==> src/rtl/led_status_ctrl.sv <==
// Per-channel LED status driver: static, blink, pulse-stretch and PWM-dim modes
// selectable per channel, with an all-on lamp test after every reset.
// Every output is registered, so no input reaches led or lamp_test_busy combinationally.
module led_status_ctrl #(
   parameter int NUM_LED    = 8,
   parameter int PRESCALE   = 1000000,
   parameter int LAMP_TICKS = 2,
   parameter int STRETCH    = 3,
   parameter int PWM_W      = 4,
   localparam int IDX_W     = (NUM_LED > 1) ? $clog2(NUM_LED) : 1
) (
   input  logic               sys0_clk,
   input  logic               sys0_rst,
   input  logic               cfg_we,
   input  logic [IDX_W-1:0]   cfg_idx,
   input  logic [1:0]         cfg_mode,
   input  logic [PWM_W-1:0]   cfg_duty,
   input  logic [NUM_LED-1:0] led_in,
   output logic [NUM_LED-1:0] led,
   output logic               lamp_test_busy
);

   localparam int PRE_W = $clog2(PRESCALE);
   localparam int LT_W  = $clog2(LAMP_TICKS + 1);
   localparam int ST_W  = $clog2(STRETCH + 1);

   typedef enum logic {ST_LAMP, ST_RUN} state_t;

   state_t             state_reg;
   logic [PRE_W-1:0]   pre_cnt_reg;
   logic [LT_W-1:0]    lamp_cnt_reg;
   logic               blink_phase_reg;
   logic [PWM_W-1:0]   pwm_cnt_reg;
   logic [NUM_LED-1:0] led_reg;
   logic               busy_reg;
   logic               tick;
   logic [NUM_LED-1:0] run_led;

   // tick is a one-cycle strobe on the last count of each prescaler period
   assign tick = (pre_cnt_reg == PRE_W'(PRESCALE - 1));

   // Prescaler: 0..PRESCALE-1, wrapping
   always_ff @(posedge sys0_clk) begin
      if (sys0_rst)
         pre_cnt_reg <= '0;
      else if (tick)
         pre_cnt_reg <= '0;
      else
         pre_cnt_reg <= pre_cnt_reg + PRE_W'(1);
   end

   // Shared blink phase toggles on every tick, including during the lamp test
   always_ff @(posedge sys0_clk) begin
      if (sys0_rst)
         blink_phase_reg <= 1'b0;
      else if (tick)
         blink_phase_reg <= ~blink_phase_reg;
   end

   // Free-running PWM counter shared by all dimmed channels
   always_ff @(posedge sys0_clk) begin
      if (sys0_rst)
         pwm_cnt_reg <= '0;
      else
         pwm_cnt_reg <= pwm_cnt_reg + PWM_W'(1);
   end

   genvar gi;
   generate
      for (gi = 0; gi < NUM_LED; gi++) begin : g_ch
         logic [1:0]       mode_reg;
         logic [PWM_W-1:0] duty_reg;
         logic [ST_W-1:0]  str_cnt_reg;
         logic             sel;
         logic             chan_led;

         // Out-of-range indices match no channel, so they are silently dropped
         assign sel = cfg_we && (int'(cfg_idx) == gi);

         // Channel configuration store
         always_ff @(posedge sys0_clk) begin
            if (sys0_rst) begin
               mode_reg <= 2'b00;
               duty_reg <= '0;
            end else if (sel) begin
               mode_reg <= cfg_mode;
               duty_reg <= cfg_duty;
            end
         end

         // Stretch counter runs in every mode; a new event reload beats the tick decrement
         always_ff @(posedge sys0_clk) begin
            if (sys0_rst)
               str_cnt_reg <= '0;
            else if (led_in[gi])
               str_cnt_reg <= ST_W'(STRETCH);
            else if (tick && (str_cnt_reg != '0))
               str_cnt_reg <= str_cnt_reg - ST_W'(1);
         end

         // Per-mode LED value, registered by the FSM below
         always_comb begin
            chan_led = 1'b0;
            case (mode_reg)
               2'b00:   chan_led = led_in[gi];
               2'b01:   chan_led = blink_phase_reg;
               2'b10:   chan_led = led_in[gi] | (str_cnt_reg != '0);
               default: chan_led = (duty_reg == '1) || (pwm_cnt_reg < duty_reg);
            endcase
         end

         assign run_led[gi] = chan_led;
      end
   endgenerate

   // Lamp-test / run FSM with registered led and busy outputs
   always_ff @(posedge sys0_clk) begin
      if (sys0_rst) begin
         state_reg    <= ST_LAMP;
         lamp_cnt_reg <= '0;
         led_reg      <= '0;
         busy_reg     <= 1'b1;
      end else begin
         case (state_reg)
            ST_LAMP: begin
               led_reg <= '1;
               if (tick) begin
                  if (lamp_cnt_reg == LT_W'(LAMP_TICKS - 1)) begin
                     // Leave the lamp test: busy drops and normal drive starts on the same edge
                     state_reg <= ST_RUN;
                     busy_reg  <= 1'b0;
                     led_reg   <= run_led;
                  end else begin
                     lamp_cnt_reg <= lamp_cnt_reg + LT_W'(1);
                  end
               end
            end
            ST_RUN: begin
               led_reg <= run_led;
            end
            default: begin
               state_reg <= ST_LAMP;
            end
         endcase
      end
   end

   assign led            = led_reg;
   assign lamp_test_busy = busy_reg;

endmodule

==> config.mk <==
export PLATFORM = sky130hd
export DESIGN_NAME = led_status_ctrl
export DESIGN_NICKNAME = d
export VERILOG_FILES = /design/src/rtl/led_status_ctrl.sv
export SDC_FILE = /design/constraint.sdc
export NUM_CORES = 1
export LEC_CHECK = 0
export ABC_AREA = 1
export ABC_CLOCK_PERIOD_IN_PS = 4700
export CORE_UTILIZATION = 23
export DETAILED_ROUTE_END_ITERATION = 7
export PLACE_DENSITY = 0.34
export SETUP_SLACK_MARGIN = 0.02
export SLEW_MARGIN = 20
export SYNTH_ARGS = -nofsm -noshare
export SYNTH_HDL_FRONTEND = slang
export SYNTH_SLANG_ARGS = --single-unit
==> constraint.sdc <==
create_clock -name sys0_clk -period 4.7 [get_ports sys0_clk]
set_input_delay 1.41 -clock sys0_clk [delete_from_list [all_inputs] [get_ports sys0_clk]]
set_output_delay 1.41 -clock sys0_clk [all_outputs]
set_load 0.005 [all_outputs]
==> summary.md <==
| Metric | Value |
|---|---|
| Outcome | `finished, final reports clean` |
| Initial antenna violation count | `0` |
| Fin crit share | `60.79%` |
| Worst Hold End | `lamp_test_busy$_SDFFE_PP1P_` |
| Post-Syn Nets | `838` |
| GRT Resource Usage Total | `12.47%` |
| Leakage | `2.706 nW` |
| Dpl ws | `1.453 ns` |
| Worst setup margin | `1.843 ns` |
| Synth top area cells | `dfxtp_1 (38%), inv_1 (11%), nand2_1 (10%)` |
| Register area share after synthesis | `37.56%` |
| Clk_skew | `0.008396 ns` |
| R2r endpoint | `pre_cnt_reg[2]$_SDFF_PP0_` |
| Worst Setup SP | `sys0_rst` |
| Cts bufs inserted | `9` |
| Share of the synthesized area in the top cell type | `37.56%` |
| CP max stage delay | `0.59 ns` |
| GP Congestion | `0.7337` |
| Hold Path Depth | `2` |
| Post-synth top area cell | `dfxtp_1` |
| Kind of critical path | `in -> reg` |
| CTS Hold Buffers Added | `0` |
| TritonCTS clock tree | `built` |
| Worst slew margin | `47.68%` |
| Final Hold Fails | `0` |
| Worst-skew pair later-pin latency | `0.35 ns` |
| CTS root buf | `clkbuf_16` |
| Final setup fails | `0` |
| First-pass GRT wire length | `23300 µm` |
| Syn Area/Cell | `6.874 µm²` |
| I/O pin total | `29` |
| R2R cell count | `5` |
| Critical Path RT | `4.98 ns` |
| Slew @ Worst Pin | `0.7829 ns` |
| Worst hold start | `lamp_test_busy$_SDFFE_PP1P_` |
| Flop-to-flop setup slack | `2.53 ns` |
| Post-synth EDFFs | `0` |
| Hold Slack | `0.4535 ns` |
| Rows | `55` |
| Share of post-route cells with drive strength above 1 | `3.708%` |
| Hold Crit Class | `reg -> reg` |
| DP HPWL | `10190 µm` |
| Largest net degree at the start of global routing | `74` |
| Max-Cap Viols | `0` |
| CP Buf/Inv Count | `3` |
| Net count, final | `860` |
| Max reg flops | `32` |
| Crit path DAT | `3.14 ns` |
| Crit-path max FO | `73` |
| Mapped Cells | `783` |
| ANT nets after route | `0` |
| Clk pin slew, worst setup/hold paths | `0.07 ns` |
| Area Overhead vs Synth | `15.97%` |
| Unrepaired setup endpoints after global routing | `false` |
| Worst vdd ir | `210.7 µV` |
| Final min period | `2.857 ns` |
| ANT cells | `0` |
| Top cells by count, synth | `inv_1 (155), nand2_1 (150), dfxtp_1 (101), nor2_1 (88), o21ai_0 (64)` |
| Drt via density | `4.134` |
| Die ar. | `0.02402 mm²` |
| Final Max Slew Viols | `0` |
| Total gr overflow | `0` |
| Post-cts resize count | `0` |
| Count leader, synth | `inv_1` |
| DR iter-0 viols | `172` |
| # Post-CTS Setup Buffers | `0` |
| Die Height | `155.0 µm` |
| Critical path's top delay family | `buffers and inverters` |
| CORE AREA | `0.02278 mm²` |
| Ys async rst share | `0%` |
| Mapped Area | `0.005383 mm²` |
| YS warnings | `0` |
| FF+latch count, synth | `101` |
| Routed via count | `4638` |
| DR WL/cell | `12.49 µm` |
| Fill count | `2488` |
| Vias in the first global route | `4467` |
| Initial Utilization | `23.63%` |
| Die X | `155.0 µm` |
| Port Buffers | `28` |
| Clk buf depth | `2` |
| Startpoint types | `input port` |
| TNS Setup | `0 ns` |
| Clock sink count | `101` |
| Routed WL | `14020 µm` |
| P per Cell Area | `313.3 mW/mm²` |
| Worst R2R Start | `pre_cnt_reg[17]$_SDFF_PP0_` |
| FMAX | `350.0 MHz` |
| Crit-path cells | `clkdlybuf4s50_1 > inv_2 > buf_4 > o21ai_0 > a21oi_1` |
| Worst path slowest cell | `clkdlybuf4s50_1` |
| CP Capture Type | `flip-flop` |
| Drt drc | `0` |
| Distinct cells, synth | `31` |
| DRT Pass-1 Iters | `6` |
| H-tree depth | `3` |
| Top FF cell, synth | `dfxtp_1` |
worst reg2reg max path, delay by kind of cell, from the launching register on:
kind | cells | cell delay (ns)
AND/OR/NAND/NOR | 5 | 1.67
flip-flops | 1 | 0.36
placed cells by master, fill, tap and decap left out, drive strengths merged, types with 8 or more instances in the layout:
master,count
a21oi,55
inv,157
dfxtp,101
clkdlybuf4s50,28
nand3,44
nor2,92
ha,35
nor3,8
nand4,29
o21ai,64
nand2,152
clkbuf,11
clkinv,8
final cells by class:
cell class	count	area, µm²	share of cell area, %
Clock buffer	11	242.7	3.889
Clock inverter	4	72.57	1.163
Inverter	164	615.6	9.862
Multi-Input combinational cell	500	2610	41.81
Sequential cell	101	2022	32.39
Tap cell	313	391.6	6.274
Timing Repair Buffer	29	287.8	4.610
worst max-delay path by stage:
stage	endpoint	slack, ns	depth (start not counted)
finish	g_ch[1].duty_reg[3]$_SDFFE_PP0P_	1.84	5
global route	g_ch[1].duty_reg[3]$_SDFFE_PP0P_	1.65	5
CTS	g_ch[4].duty_reg[1]$_SDFFE_PP0P_	1.85	5
detailed placement	g_ch[4].duty_reg[1]$_SDFFE_PP0P_	1.45	5
global placement	g_ch[6].mode_reg[0]$_SDFFE_PP0P_	1.51	5
floorplan	g_ch[0].duty_reg[1]$_SDFFE_PP0P_	2.40	6
metrics by stage:
step	std cells	cell area (µm²)	power (mW)	util, %
after global placement	1107	5927	1.150	26.02
final	1122	6242	1.955	27.40
after global routing	1122	6242	2.067	27.40
after floorplan	783	5383	1.070	-
after detailed placement	1107	5927	1.156	26.02
after CTS	1122	6242	1.995	27.40
power breakdown:
part | internal (mW) | switching, mW
logic | 0.0849 | 0.135
registers | 0.888 | 0.0252
clock network | 0.479 | 0.344
cell families (layout without fill, tap and decap cells):
kind of cell,count (synthesis),after routing,share of synthesized area [%]
xor gates and xnor gates,7,7,1.139
DFF,101,101,37.56
buffers and inverters,182,208,13.95
and+or+nand+nor,331,331,27.03
adders and majority gates,35,35,8.136
AOI/OAI and AO/OA,127,127,12.18
layer usage:
metal	GRT usage [%]	up-vias	share of wire (%)
li1	-	2518	-
met1	17.05	2079	54
met2	19.82	32	43
met3	2.284	9	1.7
met4	3.772	0	1.2
met5	0	-	0
No activity file was read; power rests on OpenSTA's default activity.
